<file path="config.mk">
export PLATFORM = sky130hd
export DESIGN_NAME = wb_stage_flat
export DESIGN_NICKNAME = d
export VERILOG_FILES = /design/src/rtl/wb_stage_if.sv /design/src/rtl/wb_stage.sv /design/src/flat_wrapper.sv
export SDC_FILE = /design/constraint.sdc
export NUM_CORES = 1
export LEC_CHECK = 0
export CELL_PAD_IN_SITES_DETAIL_PLACEMENT = 0
export CELL_PAD_IN_SITES_GLOBAL_PLACEMENT = 1
export CORE_MARGIN = 4
export CORE_UTILIZATION = 25
export DETAILED_ROUTE_END_ITERATION = 16
export PLACE_DENSITY_LB_ADDON = 0.1
export SYNTH_ARGS = -nofsm -noshare
export SYNTH_HDL_FRONTEND = slang
export SYNTH_SLANG_ARGS = --single-unit
</file>
<file path="constraint.sdc">
create_clock -name clk -period 2 [get_ports clk]
set_clock_uncertainty 0.1 [all_clocks]
set_input_delay 0.2 -clock clk [delete_from_list [all_inputs] [get_ports clk]]
set_output_delay 0.2 -clock clk [all_outputs]
set_load 0.02 [all_outputs]
</file>
<file path="src/rtl/wb_stage_if.sv">
// MEM/WB-to-writeback bundle: retiring-instruction fields in, register-file write port,
// halt/display status and performance counters out.
interface wb_stage_if;
    logic [31:0] sel1;
    logic [31:0] sel2;
    logic [31:0] PC_jal;
    logic        ld;
    logic        we;
    logic        syscall;
    logic        jal;
    logic [4:0]  Rw;
    logic        valid;
    logic [31:0] v0;
    logic [31:0] a0;
    logic        go;

    logic [31:0] wb_data;
    logic [4:0]  wb_addr;
    logic        wb_we;
    logic        halt;
    logic [31:0] disp_data;
    logic        disp_valid;
    logic [31:0] instr_cnt;
    logic [31:0] cycle_cnt;
    logic [15:0] syscall_cnt;

    modport master (
        output sel1, sel2, PC_jal, ld, we, syscall, jal, Rw, valid, v0, a0, go,
        input  wb_data, wb_addr, wb_we, halt, disp_data, disp_valid,
               instr_cnt, cycle_cnt, syscall_cnt
    );

    modport slave (
        input  sel1, sel2, PC_jal, ld, we, syscall, jal, Rw, valid, v0, a0, go,
        output wb_data, wb_addr, wb_we, halt, disp_data, disp_valid,
               instr_cnt, cycle_cnt, syscall_cnt
    );
endinterface

</file>
<file path="src/rtl/wb_stage.sv">
// Writeback stage: selects register-file write data, handles halt/display syscalls and
// keeps retired-instruction, cycle and syscall counters.
module wb_stage #(
    parameter logic [31:0] HALT_CODE = 32'd10,
    parameter logic [31:0] DISP_CODE = 32'd1
) (
    input  logic        clk,
    input  logic        rst,
    wb_stage_if.slave   bus
);

    typedef enum logic {StRun = 1'b0, StHalt = 1'b1} state_e;

    state_e      state_q;
    logic [31:0] disp_data_q;
    logic        disp_valid_q;
    logic [31:0] instr_cnt_q;
    logic [31:0] cycle_cnt_q;
    logic [15:0] syscall_cnt_q;

    logic        sys_fire;

    always_comb begin
        bus.wb_data = bus.jal ? bus.PC_jal : (bus.ld ? bus.sel2 : bus.sel1);
        bus.wb_addr = bus.jal ? 5'd31 : bus.Rw;
        bus.wb_we   = bus.we & bus.valid & (state_q == StRun) & (bus.wb_addr != 5'd0);
    end

    assign sys_fire = bus.valid & bus.syscall;

    always_ff @(posedge clk or negedge rst) begin
        if (!rst) begin
            state_q       <= StRun;
            disp_data_q   <= 32'd0;
            disp_valid_q  <= 1'b0;
            instr_cnt_q   <= 32'd0;
            cycle_cnt_q   <= 32'd0;
            syscall_cnt_q <= 16'd0;
        end else begin
            disp_valid_q <= 1'b0;
            unique case (state_q)
                StRun: begin
                    cycle_cnt_q <= cycle_cnt_q + 32'd1;
                    if (bus.valid) begin
                        instr_cnt_q <= instr_cnt_q + 32'd1;
                    end
                    if (sys_fire) begin
                        syscall_cnt_q <= syscall_cnt_q + 16'd1;
                        // Halt wins if both codes are configured equal.
                        if (bus.v0 == HALT_CODE) begin
                            state_q <= StHalt;
                        end else if (bus.v0 == DISP_CODE) begin
                            disp_data_q  <= bus.a0;
                            disp_valid_q <= 1'b1;
                        end
                    end
                end
                StHalt: begin
                    if (bus.go) begin
                        state_q <= StRun;
                    end
                end
            endcase
        end
    end

    assign bus.halt        = (state_q == StHalt);
    assign bus.disp_data   = disp_data_q;
    assign bus.disp_valid  = disp_valid_q;
    assign bus.instr_cnt   = instr_cnt_q;
    assign bus.cycle_cnt   = cycle_cnt_q;
    assign bus.syscall_cnt = syscall_cnt_q;

endmodule

</file>
<file path="src/flat_wrapper.sv">
// flat-port wrapper written by rule: the top's interface ports become plain ports
module wb_stage_flat 
#(
    parameter logic [31:0] HALT_CODE = 32'd10,
    parameter logic [31:0] DISP_CODE = 32'd1
)
  (clk, rst, bus_sel1, bus_sel2, bus_PC_jal, bus_ld, bus_we, bus_syscall, bus_jal, bus_Rw, bus_valid, bus_v0, bus_a0, bus_go, bus_wb_data, bus_wb_addr, bus_wb_we, bus_halt, bus_disp_data, bus_disp_valid, bus_instr_cnt, bus_cycle_cnt, bus_syscall_cnt);
  wb_stage_if bus_i ();
  input  logic clk;
  input  logic rst;
  input wire logic [$bits(bus_i.sel1)-1:0] bus_sel1;
  input wire logic [$bits(bus_i.sel2)-1:0] bus_sel2;
  input wire logic [$bits(bus_i.PC_jal)-1:0] bus_PC_jal;
  input wire logic [$bits(bus_i.ld)-1:0] bus_ld;
  input wire logic [$bits(bus_i.we)-1:0] bus_we;
  input wire logic [$bits(bus_i.syscall)-1:0] bus_syscall;
  input wire logic [$bits(bus_i.jal)-1:0] bus_jal;
  input wire logic [$bits(bus_i.Rw)-1:0] bus_Rw;
  input wire logic [$bits(bus_i.valid)-1:0] bus_valid;
  input wire logic [$bits(bus_i.v0)-1:0] bus_v0;
  input wire logic [$bits(bus_i.a0)-1:0] bus_a0;
  input wire logic [$bits(bus_i.go)-1:0] bus_go;
  output wire logic [$bits(bus_i.wb_data)-1:0] bus_wb_data;
  output wire logic [$bits(bus_i.wb_addr)-1:0] bus_wb_addr;
  output wire logic [$bits(bus_i.wb_we)-1:0] bus_wb_we;
  output wire logic [$bits(bus_i.halt)-1:0] bus_halt;
  output wire logic [$bits(bus_i.disp_data)-1:0] bus_disp_data;
  output wire logic [$bits(bus_i.disp_valid)-1:0] bus_disp_valid;
  output wire logic [$bits(bus_i.instr_cnt)-1:0] bus_instr_cnt;
  output wire logic [$bits(bus_i.cycle_cnt)-1:0] bus_cycle_cnt;
  output wire logic [$bits(bus_i.syscall_cnt)-1:0] bus_syscall_cnt;
  assign bus_i.sel1 = bus_sel1;
  assign bus_i.sel2 = bus_sel2;
  assign bus_i.PC_jal = bus_PC_jal;
  assign bus_i.ld = bus_ld;
  assign bus_i.we = bus_we;
  assign bus_i.syscall = bus_syscall;
  assign bus_i.jal = bus_jal;
  assign bus_i.Rw = bus_Rw;
  assign bus_i.valid = bus_valid;
  assign bus_i.v0 = bus_v0;
  assign bus_i.a0 = bus_a0;
  assign bus_i.go = bus_go;
  assign bus_wb_data = bus_i.wb_data;
  assign bus_wb_addr = bus_i.wb_addr;
  assign bus_wb_we = bus_i.wb_we;
  assign bus_halt = bus_i.halt;
  assign bus_disp_data = bus_i.disp_data;
  assign bus_disp_valid = bus_i.disp_valid;
  assign bus_instr_cnt = bus_i.instr_cnt;
  assign bus_cycle_cnt = bus_i.cycle_cnt;
  assign bus_syscall_cnt = bus_i.syscall_cnt;
  wb_stage #(.HALT_CODE(HALT_CODE), .DISP_CODE(DISP_CODE)) u_core (.clk(clk), .rst(rst), .bus(bus_i));
endmodule
</file>
# --- Word-level counts from Yosys, hierarchy flattened ---
# Cells that the tools add are included.
totals:
  ff_bits: 114
  in_bits: 173
op_classes:
  add_sub_neg: 3
  n_eq_ne: 2
  mux: 11
  bitwise_logic: 6
  n_reduce_logical: 4
ops:
  columns: ["cell", "count"]
  rows:
  - ["32-bit by 1-bit adder with 32-bit output (second input constant)", 2]
  - ["32-bit two-way mux", 2]
  - ["32-bit by 1-bit equality test with 1-bit output (second input constant)", 1]
  - ["32-bit by 4-bit equality test with 1-bit output (second input constant)", 1]
  - ["16-bit by 1-bit adder with 16-bit output (second input constant)", 1]
  - ["1-bit two-way mux", 7]
  - ["5-bit two-way mux", 1]
  - ["5-bit nonzero test", 1]
  - ["1-bit bitwise AND", 4]
  - ["2-bit AND reduction", 2]
  - ["4-bit AND reduction", 1]
  - ["1-bit NOT", 2]
  - ["1-bit case mux with 2 select lines", 1]

# --- Depth between registers and ports, before layout ---
# Gate-level depths: netlist of run 1.
depth:
  word_depth: 5
  ltp_mapped: 7
  mapped_depth_nobuf: 5

# --- Least setup slack after synthesis of run 1 ---
# Ideal clock, no wire load.
synth_path:
  path_kind: "flip-flop to flip-flop"
  startpoint: "register u_core.state_q, in the netlist u_core.bus.halt"
  endpoint: "register u_core.disp_data_q[10], in the netlist u_core.bus.disp_data[10]"
  setup_time_ns: 0.125
  arrival_time_ns: 1.900
  slack_ns: -0.125
  stages_incl_launch_ff: 8
  path_buffers: 3
  period_less_slack_ns: 2.125
  cell_sequence: "dfrtp_1 -> buf_6 -> and3b_1 -> buf_4 -> nand3_2 -> nor4_4 -> buf_6 -> mux2_2"
synth_via:
  elab_chain_len: 2
synth_rtl:
  columns: ["element", "line", "text"]
  rows:
  - ["start: declaration", "wb_stage.sv:14", "state_e state_q;"]
  - ["start signal: assignment", "wb_stage.sv:33", "state_q <= StRun;"]
  - ["start signal: assignment", "wb_stage.sv:51", "state_q <= StHalt;"]
  - ["start signal: assignment", "wb_stage.sv:60", "state_q <= StRun;"]
  - ["1-bit NOT", null, null]
  - ["4-bit AND reduction (no source line)", null, null]
  - ["end signal: assignment", "wb_stage.sv:53", "disp_data_q <= bus.a0;"]
  - ["end: declaration", "wb_stage.sv:15", "logic [31:0] disp_data_q;"]
# No other way between the ends.
# A chain may end at the register's enable or synchronous reset.

# --- Final worst setup path of run 1 ---
layout_path:
  startpoint: "input bus_v0[4]"
  endpoint: "register u_core.disp_data_q[8], in the netlist u_core.bus.disp_data[8]"
layout_via:
  elab_chain_len: 3
layout_rtl:
  columns: ["element", "line", "text"]
  rows:
  - ["start: declaration", "flat_wrapper.sv:20", "input wire logic [$bits(bus_i.v0)-1:0] bus_v0;"]
  - ["32-bit by 4-bit equality test with 1-bit output", "wb_stage.sv:50", "if (bus.v0 == HALT_CODE) begin"]
  - ["1-bit NOT (no source line)", null, null]
  - ["4-bit AND reduction (no source line) *", null, null]
# Every way passes the cells marked *; elsewhere a longest branch is shown, timed or not.

==> key figures, run 1 <==
Yosys
  – Synth unique cells: 34
  – Synth Cell Area: 0.00560 mm²
  – Yosys Warn Count: 0
  – Cells after Synth: 515
  – Syn avg cell area: 10.9 µm²
  – Post-synthesis sequential area ratio: 51.0%
  – Syn_nets: 691
  – #FFs+latches synth: 114

Outcome
  – Status: finished, final reports clean

Place
  – Pre-CTS WS: -0.509 ns
  – Routability Congestion: 0.825
  – Buffers added on ports: 324
  – Dpl hpwl: 16.3 mm

Worst setup path
  – Worst path max stage delay: 0.39 ns
  – CP Max Fanout: 5
  – Crit path capture type: flip-flop
  – Slowest cell on crit path: clkdlybuf4s50_1
  – Buf/Inv on CP: 4
  – Critical path's most frequent cell: buf_6
  – Worst-path cell chain: clkdlybuf4s50_1 > nor4_1 > nand4_1 > buf_6 > nor4_4 > buf_6 > clkbuf_16 > mux2_2
  – Crit path launch: bus_v0[4]
  – Crit path max-delay family: buffers and inverters
  – Critical Path AT: 2.18 ns
  – Startpoint types: primary input
  – RR Startpoint: u_core.bus.halt
  – Critical Path RT: 2.20 ns
  – Critical path type: in -> reg

Job
  – Max cap viols: 0

Timing
  – Fin crit share: 99.2%
  – Setup Viol. Count Final: 0
  – Worst Tran Pin Value: 0.452 ns
  – Fin. Hold Viols: 0
  – Tmin final: 1.98 ns
  – Rel. slew slack: 69.9%
  – Fin. max-slew vios: 0
  – Setup WS post-layout: 0.0169 ns
  – Max Clk Rate: 0.504 GHz

Drt
  – Detail Route Antenna Nets: 0
  – Via count: 5246
  – # DRC: 0
  – Drt pass-1 iters: 4
  – Via/cell ratio: 4.50
  – DR WL/cell: 17.4 µm
  – Routed WL: 20.3 mm
  – DR iter-0 viols: 148

Floorplan
  – Die footprint: 0.0248 mm²
  – Die Ht: 158 µm
  – Core area: 0.0219 mm²
  – Row cnt: 54
  – Initial core utilization: 25.6%
  – Top Ports: 325
  – Chip width: 158 µm

Clock tree
  – CTS tree: built
  – Clk slew on worst S/H paths: 0.06 ns
  – Clock sink count: 114
  – Clk root buf: clkbuf_16
  – H-tree depth: 4
  – Clock Latency Late Sink: 0.41 ns
  – Bufs on Longest Clock Path: 2
  – Total CTS buffers: 17

Pwr
  – Pwr dens: 773 mW/mm²
  – Peak VDD IR: 0.552 mV
  – Pwr Total: 7.89 mW
  – Leakage power total: 4.44 nW

Finish
  – Most frequent cells in the layout: clkdlybuf4s50_1, dfrtp_1, xnor2_1
  – Area of the multi-input gates: 0.00270 mm²
  – Nets@finish: 1050
  – Most common cell after layout, fill and taps aside: clkdlybuf4s50_1
  – Fraction of layout cells with a size suffix above 1: 13.3%
  – Ant diodes: 0
  – Fillers: 2059
  – P&R area growth vs syn: 82.3%
  – Register area: 0.00285 mm²

GRT
  – Initial antenna violation count: 0
  – Number of global-route vias before repair: 5521
  – Largest net degree at the start of global routing: 52
  – Global route total overflow: 0
  – First-pass GRT wire length: 30.0 mm
  – Tot GR Track Use: 15.7%

Hold path
  – Worst Hold Class: in -> async
==> timing repair <==
action | in CTS | in global routing
cloned | 1 | 1
resized for setup | 15 | 40
hold endpoints to repair | 30 | 0
buffers inserted | 1 | 0
hold buffers | 1 | 0
endpoints found under the setup margin | 39 | 31
pin swaps | 1 | 6
==> sequential cells by signal, summed over array words and instances, names as in the netlist <==
signal / flops
u_core.bus.cycle_cnt: 32
u_core.bus.disp_data: 32
u_core.bus.disp_valid: 1
u_core.bus.halt: 1
u_core.bus.instr_cnt: 32
u_core.bus.syscall_cnt: 16
==> cell type report <==
cell class | instances | share of cell area (%)
well taps | 280 | 3.43
clock buffers | 19 | 4.34
flip-flops and latches | 114 | 28.0
clock inverters | 13 | 1.80
inverters | 6 | 0.221
multi-input cells | 372 | 26.5
repair buffers | 363 | 35.8
==> synthesized netlist by cell type (all sizes together) <==
cell type,n,share of area (%)
and4b,1,0.18
nor2,12,0.80
nand3,30,2.8
nand2b,1,0.11
nor4,10,1.4
nor3,12,1.1
and2,3,0.34
mux2i,32,5.7
mux2,33,6.6
and4,5,0.78
inv,6,0.40
nand4b,3,0.47
or4,2,0.27
nand4,27,3.0
xor2,12,1.9
and3,12,1.3
xnor2,65,10
buf,11,1.4
nor2b,1,0.11
and3b,1,0.16
o211a,1,0.18
dfrtp,114,51
or2,5,0.56
o21ai,33,3.0
nand2,64,4.3
ha,3,0.67
clkbuf,12,0.80
nand3b,4,0.54
==> logic make-up after synthesis <==
logic type	share of synthesized area, %
XOR/XNOR	12.0
multiplexers	12.4
buffers and inverters	2.64
adder cells (fa/ha/maj)	0.671
AO/OA/AOI/OAI	3.13
flip-flops	51.0
AND/OR/NAND/NOR	18.2
==> power by group <==
group	switching, mW	leakage [nW]	internal, mW	total, mW
Sequential	0.278	1.55	2.51	2.79
Combinational	0.888	2.59	1.02	1.90
Clock	1.08	0.299	2.11	3.19
==> path summary, 6_finish.rpt <==
path                       slack [ns]  cells after the start                    endpoint
setup / recovery                 0.02                      8     u_core.bus.disp_data[8]
hold / removal                   0.18                      2    u_core.bus.cycle_cnt[20]
setup reg to reg                 0.13                      6     u_core.bus.disp_data[8]
hold reg to reg                  0.38                      1  u_core.bus.syscall_cnt[15]
max in group asynchronous        0.96                      3             u_core.bus.halt
min in group clk                 0.29                      2             u_core.bus.halt
==> metal layers <==
layer | routed length [µm] | global-route usage (%)
met1 | 7670 | 16.7
met2 | 10600 | 29.1
met3 | 1710 | 5.47
met4 | 316 | 4.79
met5 | 0 | 0
==> through the flow <==
stage	std cells	instance area [µm²]	hold WS [ns]	utilization, %	setup TNS, ns
after floorplan	515	5610	-0.196	-	-0.480
after global placement	1131	9370	0.0771	42.8	-15.10
after detailed placement	1131	9370	0.0858	42.8	-15.81
after CTS	1166	10100	0.183	45.9	-0.0268
after global routing	1167	10200	0.210	46.6	-0.164
final	1167	10200	0.179	46.6	0
==> worst reg2reg max path, cell delays in order (launching register included) <==
cell	delay, ns
dfrtp_2	0.42
and3b_2	0.29
nand3_4	0.09
nor4_4	0.21
buf_6	0.19
clkbuf_16	0.15
mux2_2	0.32
(Power assumes the default switching activity.)
==> run 2, diff against run 1 <==
- CORE_UTILIZATION: 25 -> 26
- CTS_BUF_LIST: not set -> sky130_fd_sc_hd__clkbuf_4
==> run 2 against run 1 <==
  * Non-clock buffer count shrank 9
  * Clock power shrank 47%
  * Total power shrank 20%
  * Sequential power is essentially flat
==> key figures, run 2 (synthesized netlist as in run 1, its figures left out) <==
Worst setup path
  – CP Max Fanout: 16
  – Critical Path AT: 2.22 ns
  – Crit path capture type: flip-flop
  – Slowest cell on crit path: dfrtp_2
  – Worst path max stage delay: 0.44 ns
  – Critical Path RT: 2.29 ns
  – Worst-path cell chain: and3b_2 > nand3_4 > nor4_4 > buf_4 > buf_12 > mux2_2
  – Startpoint types: flip-flop
  – Critical path type: reg -> reg

GRT
  – Tot GR Track Use: 16.3%
  – Met3 Use GR: 6.52%
  – Routing usage on met1: 17.7%
  – Initial antenna violation count: 4
  – Global route total overflow: 0
  – Number of global-route vias before repair: 5575
  – GRT busiest layer: met2
  – Largest net degree at the start of global routing: 46
  – Met2 Resource Use GR: 29.3%
  – First-pass GRT wire length: 30.7 mm

Pwr
  – Reg power frac: 44.1%
  – Combinational power share: 28.9%
  – Net Sw Power: 2.08 mW
  – Sw Share: 33.0%
  – Pwr dens: 647 mW/mm²
  – Peak VDD IR: 0.338 mV
  – Leakage power total: 4.54 nW
  – Clk pwr share: 27.0%
  – Internal power: 4.22 mW

Floorplan
  – Die Ht: 155 µm
  – Die footprint: 0.0239 mm²
  – Row cnt: 53
  – Chip width: 155 µm
  – Core area: 0.0211 mm²
  – Top Ports: 325
  – Initial core utilization: 26.5%

Drt
  – # DRC: 0
  – DR WL/cell: 17.4 µm
  – Via count: 5276
  – DR iter-0 viols: 137
  – Detail Route Antenna Nets: 0
  – Drt pass-1 iters: 6
  – Via/cell ratio: 4.57
  – Routed WL: 20.0 mm

Outcome
  – Status: finished, final reports clean

Clock tree
  – Clock sink count: 114
  – Clk root buf: clkbuf_4
  – Clk slew on worst S/H paths: 0.11 ns
  – CTS tree: built
  – Total CTS buffers: 17
  – Bufs on Longest Clock Path: 2
  – H-tree depth: 4
  – Clock Latency Late Sink: 0.51 ns

Finish
  – Most common cell after layout, fill and taps aside: clkdlybuf4s50_1
  – Fillers: 1978
  – Final Util: 46.2%
  – Most frequent cells in the layout: clkdlybuf4s50_1, dfrtp_1, xnor2_1
  – Nets@finish: 1041
  – Fraction of layout cells with a size suffix above 1: 11.6%
  – P&R area growth vs syn: 73.9%

Timing
  – Fin. Hold Viols: 0
  – Worst Tran Pin Value: 0.565 ns
  – Setup Viol. Count Final: 0
  – Fin crit share: 96.4%
  – Tmin final: 1.93 ns
  – Max Clk Rate: 0.519 GHz
  – Fin. max-slew vios: 0
  – WHS: 0.123 ns
  – RSZ-0062 raised after global routing: false
  – Rel. slew slack: 62.3%

Place
  – Dpl hpwl: 16.0 mm
  – Buffers added on ports: 324
  – Routability Congestion: 0.839

Job
  – Max cap viols: 0

Hold path
  – Worst Hold Class: in -> async
-- run 2: repair_timing --
item | 4_1_cts | 5_1_grt
pin swaps | 0 | 1
endpoints found under the setup margin | 5 | 31
hold buffers | 1 | 0
setup buffers | 0 | 2
resized for setup | 7 | 32
hold endpoints to repair | 106 | 0
gates cloned | 0 | 1
-- run 2: critical path, delay by kind of cell, from the launching register on --
kind / cells / cell delay (ns)
buffers and inverters: 2 / 0.34
flip-flops: 1 / 0.44
multiplexers: 1 / 0.35
AND/OR/NAND/NOR: 3 / 0.58
-- run 2: power groups by stage --
stage / registers [mW] / logic (mW) / clock network [mW]
final: 2.78 / 1.82 / 1.70
after global placement: 2.81 / 1.85 / 0
after detailed placement: 2.83 / 1.86 / 0
after floorplan: 3.01 / 0.511 / 0
after global routing: 2.82 / 1.96 / 1.91
after CTS: 2.79 / 1.86 / 1.80
-- run 2: metal layers --
metal | up-vias | wire (µm)
met5 | - | 33
met4 | 4 | 352
met3 | 23 | 1730
met2 | 205 | 10300
met1 | 2528 | 7680
li1 | 2516 | -
-- run 2: through the flow --
stage	instances	setup TNS (ns)	setup WS, ns	area, µm²	total power, mW
2_1_floorplan	515	-0.480	-0.0188	5610	3.52
3_3_place_gp	1117	-9.78	-0.291	9330	4.66
3_5_place_dp	1117	-10.64	-0.329	9330	4.68
4_1_cts	1150	0	0.000313	9620	6.45
5_1_grt	1155	0	0.000236	9730	6.68
6_report	1155	0	0.0718	9730	6.30
-- run 2: path summary, 6_finish.rpt --
path | cells past startpoint | start | to | slack, ns
max | 6 | u_core.bus.halt | u_core.bus.disp_data[23] | 0.07
min | 2 | rst | u_core.bus.cycle_cnt[31] | 0.12
max reg2reg | 6 | u_core.bus.halt | u_core.bus.disp_data[23] | 0.07
min reg2reg | 1 | u_core.bus.cycle_cnt[31] | u_core.bus.cycle_cnt[31] | 0.39
max in group asynchronous | 3 | rst | u_core.bus.disp_data[12] | 1.04
min in group clk | 2 | bus_go | u_core.bus.halt | 0.16
-- run 2: area by class of cell --
class | count | area, µm² | share of cell area, %
well taps | 275 | 344 | 3.54
repair buffers | 354 | 3600 | 37.0
clock inverters | 15 | 158 | 1.62
diodes | 2 | 5.00 | 0.0514
clock buffers | 17 | 128 | 1.31
multi-input cells | 372 | 2620 | 26.9
flip-flops and latches | 114 | 2850 | 29.3
inverters | 6 | 22.5 | 0.231
